`config.mk`:
```
export PLATFORM = sky130hd
export DESIGN_NAME = ss_rvc_dmem_arb
export DESIGN_NICKNAME = d
export VERILOG_FILES = /design/src/rtl/ss_rvc_dmem_arb.sv
export SDC_FILE = /design/constraint.sdc
export NUM_CORES = 1
export LEC_CHECK = 0
export ABC_AREA = 1
export BUFFER_PORTS_ARGS = -buffer_cell sky130_fd_sc_hd__buf_2
export CORE_AREA = 2 2 159 161
export CTS_CLUSTER_DIAMETER = 120
export DETAILED_ROUTE_END_ITERATION = 7
export DIE_AREA = 0 0 161 163
export SYNTH_ARGS = -nofsm -noshare
export SYNTH_HDL_FRONTEND = slang
export SYNTH_SLANG_ARGS = --single-unit
```
`constraint.sdc`:
```
create_clock -name QClk -period 2.4 [get_ports QClk]
set_clock_uncertainty 0.2 [all_clocks]
set_input_delay 0.12 -clock QClk [delete_from_list [all_inputs] [get_ports QClk]]
set_output_delay 0.12 -clock QClk [all_outputs]
set_load 0.02 [all_outputs]
```
`src/rtl/ss_rvc_dmem_arb.sv`:
```
// Round-robin arbiter sharing one single-port data memory between NUM_REQ ss_rvc cores.
// Define SS_RVC_DMEM_ARB_LOCK_EN to build the ownership lock with forced release after LOCK_MAX cycles.
module ss_rvc_dmem_arb #(
    parameter int NUM_REQ  = 4,
    parameter int LOCK_MAX = 16
) (
    input  logic                     QClk,
    input  logic                     RstQnnnH,
    input  logic [NUM_REQ-1:0]       ReqQ103H,
    input  logic [NUM_REQ-1:0]       ReqWrEnQ103H,
    input  logic [NUM_REQ-1:0]       ReqLockQ103H,
    input  logic [NUM_REQ-1:0][31:0] ReqAddrQ103H,
    input  logic [NUM_REQ-1:0][31:0] ReqWrDataQ103H,
    output logic [NUM_REQ-1:0]       GntQ103H,
    output logic [31:0]              AddressDmQ104H,
    output logic [31:0]              WrDataDmQ104H,
    output logic                     RdEnDmQ104H,
    output logic                     WrEnDmQ104H,
    input  logic [31:0]              RdDataDmQ105H,
    output logic [NUM_REQ-1:0]       RspVldQ105H,
    output logic [31:0]              RspRdDataQ105H
);

    localparam int IW = $clog2(NUM_REQ);

    logic [IW-1:0]      rr_ptr_reg, rr_ptr_next;
    logic [IW-1:0]      rr_win;
    logic               rr_vld;
    logic [IW-1:0]      gnt_idx;
    logic               gnt_vld;
    logic               xfer;
    logic               xfer_wr;
    logic [NUM_REQ-1:0] ld_vec;
    logic [NUM_REQ-1:0] ld_q104_reg;

    // Scan from the largest offset down so the closest requester after rr_ptr wins.
    always_comb begin : rr_search
        int cand;
        cand   = 0;
        rr_win = '0;
        rr_vld = 1'b0;
        for (int k = NUM_REQ; k >= 1; k--) begin
            cand = int'(rr_ptr_reg) + k;
            if (cand >= NUM_REQ) begin
                cand = cand - NUM_REQ;
            end
            if (ReqQ103H[cand[IW-1:0]]) begin
                rr_vld = 1'b1;
                rr_win = cand[IW-1:0];
            end
        end
    end

`ifdef SS_RVC_DMEM_ARB_LOCK_EN
    typedef enum logic {IDLE, LOCKED} state_t;

    localparam logic [7:0] CNT_LAST = 8'(LOCK_MAX - 1);
    localparam logic [7:0] CNT_MAX  = 8'(LOCK_MAX);

    state_t        state_reg, state_next;
    logic [IW-1:0] owner_reg, owner_next;
    logic [7:0]    lock_cnt_reg, lock_cnt_next;

    always_ff @(posedge QClk or negedge RstQnnnH) begin
        if (!RstQnnnH) begin
            state_reg    <= IDLE;
            owner_reg    <= '0;
            lock_cnt_reg <= '0;
            rr_ptr_reg   <= IW'(NUM_REQ - 1);
        end else begin
            state_reg    <= state_next;
            owner_reg    <= owner_next;
            lock_cnt_reg <= lock_cnt_next;
            rr_ptr_reg   <= rr_ptr_next;
        end
    end

    always_comb begin
        gnt_idx       = rr_win;
        gnt_vld       = rr_vld;
        state_next    = state_reg;
        owner_next    = owner_reg;
        lock_cnt_next = lock_cnt_reg;
        rr_ptr_next   = rr_ptr_reg;
        case (state_reg)
            IDLE: begin
                if (rr_vld) begin
                    rr_ptr_next = rr_win;
                    if (ReqLockQ103H[rr_win]) begin
                        state_next    = LOCKED;
                        owner_next    = rr_win;
                        lock_cnt_next = '0;
                    end
                end
            end
            LOCKED: begin
                gnt_idx = owner_reg;
                gnt_vld = ReqQ103H[owner_reg];
                if (lock_cnt_reg < CNT_MAX) begin
                    lock_cnt_next = lock_cnt_reg + 8'd1;
                end
                // Releasing transfer or forced timeout; handing rr_ptr the owner favours the next core.
                if ((gnt_vld && !ReqLockQ103H[owner_reg]) || (lock_cnt_reg == CNT_LAST)) begin
                    state_next  = IDLE;
                    rr_ptr_next = owner_reg;
                end
            end
            default: begin
                state_next = IDLE;
            end
        endcase
    end
`else
    logic       unused_lock;
    logic [7:0] unused_lock_max;

    assign unused_lock     = ^ReqLockQ103H;
    assign unused_lock_max = 8'(LOCK_MAX);

    always_ff @(posedge QClk or negedge RstQnnnH) begin
        if (!RstQnnnH) begin
            rr_ptr_reg <= IW'(NUM_REQ - 1);
        end else begin
            rr_ptr_reg <= rr_ptr_next;
        end
    end

    always_comb begin
        gnt_idx     = rr_win;
        gnt_vld     = rr_vld;
        rr_ptr_next = rr_ptr_reg;
        if (rr_vld) begin
            rr_ptr_next = rr_win;
        end
    end
`endif

    // Grant is forced low while reset is held so no core sees a phantom transfer.
    assign xfer    = gnt_vld & RstQnnnH;
    assign xfer_wr = ReqWrEnQ103H[gnt_idx];

    for (genvar gi = 0; gi < NUM_REQ; gi++) begin : g_onehot
        assign GntQ103H[gi] = xfer && (gnt_idx == IW'(gi));
        assign ld_vec[gi]   = GntQ103H[gi] && !ReqWrEnQ103H[gi];
    end

    always_ff @(posedge QClk or negedge RstQnnnH) begin
        if (!RstQnnnH) begin
            AddressDmQ104H <= '0;
            WrDataDmQ104H  <= '0;
            RdEnDmQ104H    <= 1'b0;
            WrEnDmQ104H    <= 1'b0;
            ld_q104_reg    <= '0;
            RspVldQ105H    <= '0;
        end else begin
            RdEnDmQ104H <= xfer && !xfer_wr;
            WrEnDmQ104H <= xfer && xfer_wr;
            if (xfer) begin
                AddressDmQ104H <= ReqAddrQ103H[gnt_idx];
                WrDataDmQ104H  <= ReqWrDataQ103H[gnt_idx];
            end
            ld_q104_reg <= ld_vec;
            RspVldQ105H <= ld_q104_reg;
        end
    end

    assign RspRdDataQ105H = RdDataDmQ105H;

endmodule
```
==> run summary, run 1 <==
CTS tree -> built
DRC -> 0
library cells used by synthesis -> 23
Area growth, synth to finish -> 74.3%
filler cell count -> 2524
IO Count -> 408
Root Buffer -> clkbuf_16
Max FO, Critical Path -> 5
Synth area leader -> nand2_1
clock buffer depth -> 2
Final Cycle Share -> 1.04
Syn. warnings -> 0
Slew @ Worst Pin -> 426 ps
Max-cap violations -> 0
Static Leak -> 6.55 nW
Final Cell Area -> 10900 um2
post-DR wirelength/cell -> 16.2 um
sw power -> 9.72 mW
die width -> 161 um
pwr/cell area -> 1720 nW/um2
vias in the first global route -> 8171
NumNets Final -> 1858
largest net degree at the start of global routing -> 57
Global Route Usage Sum -> 0.205
Initial Utilization -> 0.254
setup ws final -> -84.5 ps
sequential fraction of design power -> 0.119
unrepaired setup endpoints after global routing -> yes
Synth Instances -> 1086
count of final hold-check violations -> 0
total die area -> 26200 um2
Net Sw Frac -> 0.517
Slew Limit Headroom -> 0.715
Rows -> 58
PnR Total Power -> 18.8 mW
status -> complete, but fails checks
Remaining Overflow, GRT -> 0
Num CTS Buffers -> 9
CP Launch Type -> flip-flop
f_max -> 402 MHz
drt via density -> 4.61
Worst EP required -> 2080 ps
DR iter-0 viols -> 758
dpl ws -> -60.4 ps
dpl hpwl -> 17.9 mm
Synth top area share -> 0.326
aggregate routed wire length -> 30.6 mm
chip height -> 163 um
CTS HTree Levels -> 3
PortBufs -> 339
fin crit period -> 2480 ps
DP Area -> 8100 um2
# diodes -> 0
violations in the final reports -> negative setup slack
Setup-failing EPs final -> 13
Core Region -> 24700 um2
crit end category -> output pin
maximum vdd drop -> 0.00127 V
Area contributors post-synth -> nand2_1 33%, dfrtp_1 30%, nand3_1 16%
Slew Limit Fails -> 0
kind of critical path -> flip-flop to output pin
register area share after synthesis -> 0.304
share of cells above drive strength 1 -> 0.300
crit path DAT -> 2160 ps
drt pass-1 iters -> 6
gpl congestion -> 0.915
Combinational Power Share -> 0.801
CTS Sinks -> 76
Final ANT Viol Nets -> 0
Clk network pwr share -> 0.079
Mean Syn Cell Area -> 5.76 um2
DR vias -> 8719
Worst-Skew Late Latency -> 340 ps
number of synthesized register bits -> 76
post-synthesis cell area -> 6260 um2
Net Count, Synth -> 1388
initial antenna violation count -> 0
Fin Hold WS -> 7.30 ps
Worst Hold Class -> input port to flip-flop
Pint -> 9.07 mW
Largest regs -> AddressDmQ104H (32), WrDataDmQ104H (32)
first-pass GRT wire length -> 42.4 mm
Reg clk slew, reported paths -> 60 ps
==> cell usage in the layout (no fill, tap or decap), types with 3 or more instances in the layout <==
master         count
buf_12            13
buf_16             6
buf_2            334
buf_4             28
buf_6             10
clkbuf_16         20
dfrtp_1           74
dlygate4sd3_1    156
inv_1            134
inv_2              4
nand2_1          526
nand2_2           14
nand2_4            7
nand3_1          190
nand3_2            8
nor2_1             3
nor4_1             3
==> cell usage after synthesis <==
master / instances
buf_1: 8
nand2_2: 3
nand3b_1: 1
o21ai_0: 1
dfrtp_1: 74
clkbuf_1: 11
nand2_1: 544
o21ai_1: 1
a21oi_2: 1
nor4_1: 4
nand2_4: 2
a21oi_1: 2
nor2_1: 4
buf_4: 37
inv_4: 1
dfstp_2: 2
nand3_1: 198
nor3_1: 4
buf_6: 8
inv_2: 4
nand3_4: 1
inv_1: 136
buf_2: 39
==> per-stage QoR <==
step           cells   util  setup TNS (ps)
6_report        1891  0.442            -276
5_1_grt         1891  0.442           -4510
4_1_cts         1862  0.417            -341
3_5_place_dp    1676  0.328           -60.4
3_3_place_gp    1676  0.328           -49.4
2_1_floorplan   1086      -               0
==> routing by layer <==
metal	wire [um]	GRT usage	vias up	part of all wire
li1	-	-	4194	-
met3	2640	0.0547	102	0.086
met5	0	0	-	0
met2	14600	0.347	463	0.48
met1	12300	0.247	3960	0.40
met4	1070	0.0836	0	0.035
==> timing repair <==
item,in CTS,in global routing
resized for setup,28,43
hold buffers,156,0
endpoints found under the hold margin,142,0
buffers inserted,10,15
gates cloned,4,14
setup endpoints to repair,5,71
pin swaps,6,18
==> critical path: stages (launching register included) <==
cell	delay, ps
dfstp_2	590
buf_12	140
nand2_4	50
o21ai_4	70
nand2_2	80
nand2_2	90
nand2_4	70
nand2_4	90
nand2_8	70
nand2_8	80
clkinvlp_4	150
nor3_2	190
buf_4	160
==> final timing paths <==
kind / end / from / slack [ps] / cells past startpoint
worst max-delay path: GntQ103H[3] / rr_ptr_reg[0] / -80 / 12
worst min-delay path: WrDataDmQ104H[12] / ReqWrDataQ103H[108] / 7 / 7
worst max register to register: AddressDmQ104H[0] / rr_ptr_reg[0] / -30 / 16
worst min register to register: RspVldQ105H[0] / ld_q104_reg[0] / 150 / 0
max in group asynchronous: WrDataDmQ104H[16] / RstQnnnH / 970 / 3
min in group asynchronous: rr_ptr_reg[1] / RstQnnnH / 170 / 2
==> logic make-up (layout without fill, tap and decap cells) <==
group / after synthesis / count (layout) / share of synthesized area
AND/OR/NAND/NOR: 761 / 761 / 0.505
buffers and inverters: 244 / 719 / 0.186
flip-flops: 76 / 76 / 0.304
AO/OA/AOI/OAI: 5 / 5 / 0.00460
==> power by group through the flow <==
stage / Combinational (mW) / Clock, mW / Sequential, mW
after global placement: 11.1 / 0 / 2.25
after global routing: 16.4 / 1.59 / 2.33
after CTS: 12.7 / 1.56 / 2.25
after floorplan: 7.33 / 0 / 2.91
final: 15.1 / 1.49 / 2.25
after detailed placement: 11.1 / 0 / 2.26
==> cell type report <==
class	instances	area, um2	area share
clock buffers	12	246	0.0226
well taps	330	413	0.0379
repair buffers	562	4350	0.399
flip-flops and latches	76	1900	0.175
clock inverters	4	72.6	0.00665
inverters	141	541	0.0496
multi-input cells	766	3380	0.310
No activity file was read; power rests on OpenSTA's default activity.
==> inputs of run 2 (changes only) <==
--- a/config.mk
+++ b/config.mk
@@ -7,10 +7,14 @@
 export LEC_CHECK = 0
 export ABC_AREA = 1
 export BUFFER_PORTS_ARGS = -buffer_cell sky130_fd_sc_hd__buf_2
-export CORE_AREA = 2 2 159 161
+export CELL_PAD_IN_SITES_DETAIL_PLACEMENT = 1
+export CELL_PAD_IN_SITES_GLOBAL_PLACEMENT = 1
+export CORE_AREA = 2 2 160 162
 export CTS_CLUSTER_DIAMETER = 120
 export DETAILED_ROUTE_END_ITERATION = 7
-export DIE_AREA = 0 0 161 163
+export DIE_AREA = 0 0 162 164
+export PLACE_DENSITY_LB_ADDON = 0.1
+export SETUP_SLACK_MARGIN = 0.1
 export SYNTH_ARGS = -nofsm -noshare
 export SYNTH_HDL_FRONTEND = slang
 export SYNTH_SLANG_ARGS = --single-unit
==> run 2 against run 1 <==
  * The run still ends with negative setup slack left
  * Highest routed layer unchanged
  * Register-to-register slack gained 40 ps
  * Non-clock buffer count shrank 16
  * Combinational power is essentially flat
  * First-iteration DRC count shrank 41%
  * Largest cell class unchanged
==> run summary, run 2 (synthesis gave the netlist of run 1 again) <==
Initial Utilization -> 0.252
Worst-Skew Late Latency -> 330 ps
Largest regs -> AddressDmQ104H (32), WrDataDmQ104H (32)
Area growth, synth to finish -> 72.1%
Fin Hold WS -> 3.90 ps
crit path DAT -> 2140 ps
first-pass GRT wire length -> 46.8 mm
Slew Limit Fails -> 0
f_max -> 407 MHz
Static Leak -> 6.47 nW
NumNets Final -> 1842
vias in the first global route -> 8669
drt via density -> 4.52
IO Count -> 408
Worst EP required -> 2080 ps
fin crit period -> 2460 ps
Final ANT Viol Nets -> 0
Non-Filler Instances -> 1879
Remaining Overflow, GRT -> 0
DR vias -> 8484
CTS Sinks -> 76
Rows -> 58
aggregate routed wire length -> 33.1 mm
share of cells above drive strength 1 -> 0.293
chip height -> 164 um
largest net degree at the start of global routing -> 55
PnR Total Power -> 19.1 mW
DRC -> 0
maximum vdd drop -> 0.000659 V
Setup-failing EPs final -> 4
CTS HTree Levels -> 3
post-DR wirelength/cell -> 17.6 um
Reg clk slew, reported paths -> 60 ps
Placed Instances -> 1676
count of final hold-check violations -> 0
drt pass-1 iters -> 5
violations in the final reports -> negative setup slack
Global Route Usage Sum -> 0.225
pwr/cell area -> 1770 nW/um2
kind of critical path -> flip-flop to output pin
Root Buffer -> clkbuf_16
Core Region -> 24800 um2
status -> complete, but fails checks
dpl hpwl -> 19.4 mm
die width -> 162 um
crit end category -> output pin
unrepaired setup endpoints after global routing -> yes
most frequent cells in the layout -> 527 x nand2_1, 334 x buf_2, 195 x nand3_1
Final Cycle Share -> 1.02
CP Launch Type -> flip-flop
initial antenna violation count -> 5
Worst Hold Class -> input port to flip-flop
Num CTS Buffers -> 9
Max FO, Critical Path -> 8
clock buffer depth -> 2
most common cell after layout, fill and taps aside -> nand2_1
Max-cap violations -> 0
CTS tree -> built
gpl congestion -> 0.798
setup tns final -> -170 ps
Slew Limit Headroom -> 0.639
setup ws final -> -57.4 ps
total die area -> 26600 um2
PortBufs -> 339
DR iter-0 viols -> 448
Slew @ Worst Pin -> 541 ps
## run 2: changes by cell type in the layout (fill, tap and decap cells not counted), sizes merged
cell | previous run | this run
buf | 393 | 383
bufbuf | 2 | 1
bufinv | 2 | 1
clkbuf | 23 | 27
clkinvlp | 2 | 1
diode | 0 | 5
dlygate4sd3 | 156 | 148
## run 2: power breakdown
| group | leakage [nW] | internal (mW) | switching (mW) |
|---|---|---|---|
| clock | 0.140 | 0.828 | 0.533 |
| sequential | 0.949 | 1.93 | 0.348 |
| combinational | 5.39 | 6.40 | 9.05 |
| total | 6.47 | 9.16 | 9.93 |
## run 2: worst paths after layout
kind,slack (ps),cells after the start,startpoint,endpoint
min in group asynchronous,220,3,RstQnnnH,WrDataDmQ104H[31]
worst max register to register,10,17,rr_ptr_reg[0],WrDataDmQ104H[18]
worst min register to register,150,0,ld_q104_reg[1],RspVldQ105H[1]
worst min-delay path,4,7,ReqAddrQ103H[65],AddressDmQ104H[1]
worst max-delay path,-60,11,rr_ptr_reg[0],GntQ103H[3]
max in group asynchronous,1030,3,RstQnnnH,ld_q104_reg[1]
## run 2: what timing repair did
| item | CTS | global route |
|---|---|---|
| pin swaps | 11 | 3 |
| gates cloned | 4 | 16 |
| resized for setup | 39 | 30 |
| hold buffers | 148 | 0 |
| buffers inserted | 11 | 4 |
| setup endpoints to repair | 70 | 74 |
| hold endpoints to repair | 140 | 0 |
## run 2: per-stage QoR
stage	utilization	instance area [um2]	setup WS (ps)
2_1_floorplan	-	6260	98.7
3_3_place_gp	0.326	8100	23.4
3_5_place_dp	0.326	8100	-0.705
4_1_cts	0.412	10200	-18.9
5_1_grt	0.434	10800	-184
6_report	0.434	10800	-57.4
## run 2: area by class of cell
cell class	instances	area (um2)
sequential	76	1900
inverter	141	548
fill	3266	14000
clock inverter	2	35.0
antenna	5	12.5
timing repair buffer	546	4280
multi-input combinational	766	3330
tap	330	413
clock buffer	13	250
## run 2: worst max-delay path, stage by stage, from the launching register on
cell,delay (ps)
dfstp_2,620
nand2_1,100
nand2_2,120
nand2_2,70
nand2_1,70
nand2_2,80
nand2_2,90
nand2_4,80
nand2_8,120
clkinvlp_4,150
nor3_4,150
buf_6,140
## run 2: routing by layer
layer,GRT usage,wire [um],vias up
met2,0.386,16100,259
li1,-,-,4175
met1,0.284,14400,3997
met5,0,0,-
met4,0.0772,807,0
met3,0.0404,1810,53
==> inputs of run 3 (changes only) <==
--- a/config.mk
+++ b/config.mk
@@ -5,14 +5,13 @@
 export SDC_FILE = /design/constraint.sdc
 export NUM_CORES = 1
 export LEC_CHECK = 0
-export ABC_AREA = 1
 export BUFFER_PORTS_ARGS = -buffer_cell sky130_fd_sc_hd__buf_2
 export CELL_PAD_IN_SITES_DETAIL_PLACEMENT = 1
 export CELL_PAD_IN_SITES_GLOBAL_PLACEMENT = 1
-export CORE_AREA = 2 2 160 162
+export CORE_AREA = 2 2 158 160
 export CTS_CLUSTER_DIAMETER = 120
 export DETAILED_ROUTE_END_ITERATION = 7
-export DIE_AREA = 0 0 162 164
+export DIE_AREA = 0 0 160 162
 export PLACE_DENSITY_LB_ADDON = 0.1
 export SETUP_SLACK_MARGIN = 0.1
 export SYNTH_ARGS = -nofsm -noshare
==> run 3 against run 2 <==
  * The run ends with negative hold slack left
  * Register-to-register slack improved by 150 ps
  * Area after synthesis fell by 16%
  * Flip-flop and latch count did not move
  * Clock power rose by 7%
  * Total power fell by 54%
  * Non-clock buffer count rose by 31
  * Utilization fell by 2.6 points
  * Sequential share of layout area rose by 1.7 points
  * Worst hold slack got worse by 34 ps
  * Maximum frequency rose by 8.7%
  * Critical path type unchanged
  * Sequential power fell by 5%
  * Highest routed layer is now met5
  * Wire length fell by 17%
==> run summary, run 3 <==
pwr/cell area -> 894 nW/um2
aggregate routed wire length -> 27.4 mm
vias in the first global route -> 7422
Area growth, synth to finish -> 86.8%
Synth Area in Simple Gates -> 0.0638
crit end category -> output pin
post-synthesis cell area -> 5270 um2
clock buffer depth -> 2
Worst-Skew Late Latency -> 340 ps
most frequent cells in the layout -> 334 x buf_2, 191 x dlygate4sd3_1, 169 x a211oi_1
XOR/XNOR Fraction of Synth Area -> 0
Synth Instances -> 587
CTS Sinks -> 76
Non-Filler Instances -> 1417
violations in the final reports -> negative hold slack
post-synthesis compound-gate area fraction -> 0.298
Hold Path Depth -> 3
Largest regs -> AddressDmQ104H (32), WrDataDmQ104H (32)
Initial Utilization -> 0.219
PortBufs -> 339
Core Region -> 24100 um2
Slew @ Worst Pin -> 629 ps
first-pass GRT wire length -> 41.8 mm
Setup-failing EPs final -> 0
die width -> 160 um
Placed Instances -> 1196
maximum vdd drop -> 0.000369 V
fin crit period -> 2260 ps
PnR Total Power -> 8.80 mW
hold_sp -> ReqWrDataQ103H[126]
count of final hold-check violations -> 4
largest net degree at the start of global routing -> 45
crit path DAT -> 1940 ps
chip height -> 162 um
Rows -> 57
Mean Syn Cell Area -> 8.98 um2
unrepaired setup endpoints after global routing -> yes
Fin Hold WS -> -30.5 ps
Synth top area share -> 0.351
Synth area leader -> dfrtp_1
Syn. warnings -> 0
Max-cap violations -> 0
gpl congestion -> 0.817
Num CTS Buffers -> 9
drt pass-1 iters -> 4
worst r2r dst -> AddressDmQ104H[2]
internal reg-to-reg setup slack -> 160 ps
Synth Area in Adders -> 0
kind of critical path -> flip-flop to output pin
DRC -> 0
library cells used by synthesis -> 31
Area contributors post-synth -> dfrtp_1 35%, a211oi_1 26%, mux2i_1 13%
worst r2r path cells -> 8
mux share of post-synthesis cell area -> 0.129
count leader, synth -> a211oi_1
Static Leak -> 4.60 nW
dpl hpwl -> 17.7 mm
number of synthesized flops with an enable pin -> 0
ys async rst share -> 1.00
share of cells above drive strength 1 -> 0.408
Post-synth top flop -> dfrtp_1
register area -> 1900 um2
Final ANT Viol Nets -> 0
IO Count -> 408
register area share after synthesis -> 0.361
CP Launch Type -> flip-flop
CTS tree -> built
Reg clk slew, reported paths -> 60 ps
drt via density -> 4.62
most common cell after layout, fill and taps aside -> buf_2
Root Buffer -> clkbuf_16
r2r startpoint -> rr_ptr_reg[1]
Synth top cells by count -> 186 x a211oi_1, 74 x dfrtp_1, 71 x nor2_1
post-DR wirelength/cell -> 19.3 um
Final Cycle Share -> 0.942
DR iter-0 viols -> 216
largest family of logic cells by synthesized area -> compound AO/OA/AOI/OAI gates
CTS HTree Levels -> 3
initial antenna violation count -> 3
DR vias -> 6543
status -> complete, but fails checks
number of synthesized register bits -> 76
Min-Delay Endpoint -> WrDataDmQ104H[30]
setup tns final -> 0 ps
f_max -> 442 MHz
total die area -> 25900 um2
NumNets Final -> 1388
Slew Limit Headroom -> 0.581
Net Count, Synth -> 889
Slew Limit Fails -> 0
Max FO, Critical Path -> 7
Multi-input gate area -> 2800 um2
Worst EP required -> 2080 ps
filler cell count -> 2871
Worst Hold Class -> input port to flip-flop
Global Route Usage Sum -> 0.206
Remaining Overflow, GRT -> 0
final core occ -> 0.408
## run 3: timing repair
| action | in CTS | in global routing |
|---|---|---|
| pin swaps | 3 | 10 |
| resized for setup | 7 | 38 |
| buffers inserted | 8 | 3 |
| gates cloned | 1 | 0 |
| endpoints found under the hold margin | 145 | 2 |
| endpoints found under the setup margin | 4 | 42 |
| hold buffers | 187 | 4 |
## run 3: logic make-up after synthesis
| family | count (synthesis) |
|---|---|
| AO/OA/AOI/OAI | 203 |
| buffers and inverters | 157 |
| multiplexers | 68 |
| flip-flops | 76 |
| AND/OR/NAND/NOR | 83 |
## run 3: report_power, final
| part | leakage, nW | internal (mW) | switching (mW) | total, mW |
|---|---|---|---|---|
| clock network | 0.142 | 0.865 | 0.583 | 1.45 |
| logic | 3.59 | 2.24 | 2.95 | 5.19 |
| registers | 0.869 | 1.85 | 0.311 | 2.16 |
## run 3: final cells by class
type,count,area share
Timing Repair Buffer,577,0.423
Multi-Input combinational cell,354,0.285
Sequential cell,76,0.193
Tap cell,324,0.0412
Clock buffer,13,0.0264
Inverter,68,0.0259
Clock inverter,3,0.00457
Antenna cell,2,0.000508
## run 3: worst max-delay path, cell delays in order, from the launching register on
cell and delay (ps):
dfstp_2 550, mux2i_2 260, o22ai_4 120, a21o_4 230, buf_12 140, nor2_1 130, buf_4 160
## run 3: through the flow
stage | cell area, um2 | worst slack [ps]
finish | 9850 | 140
global route | 9850 | 47.9
CTS | 9600 | 103
detailed placement | 7280 | 175
global placement | 7280 | 197
floorplan | 5270 | 234
## run 3: routing by layer
layer,track usage,vias up,part of all wire
li1,-,3109,-
met1,0.231,3146,0.40
met2,0.390,227,0.53
met3,0.0447,59,0.056
met4,0.0618,2,0.019
met5,0,-,0.00026
## run 3: worst max path at each step
stage / from / end
after floorplan: rr_ptr_reg[1] / WrDataDmQ104H[10]
after global placement: rr_ptr_reg[1] / AddressDmQ104H[12]
after detailed placement: rr_ptr_reg[1] / AddressDmQ104H[1]
after CTS: rr_ptr_reg[1] / GntQ103H[0]
after global routing: rr_ptr_reg[1] / GntQ103H[3]
final: rr_ptr_reg[1] / GntQ103H[0]
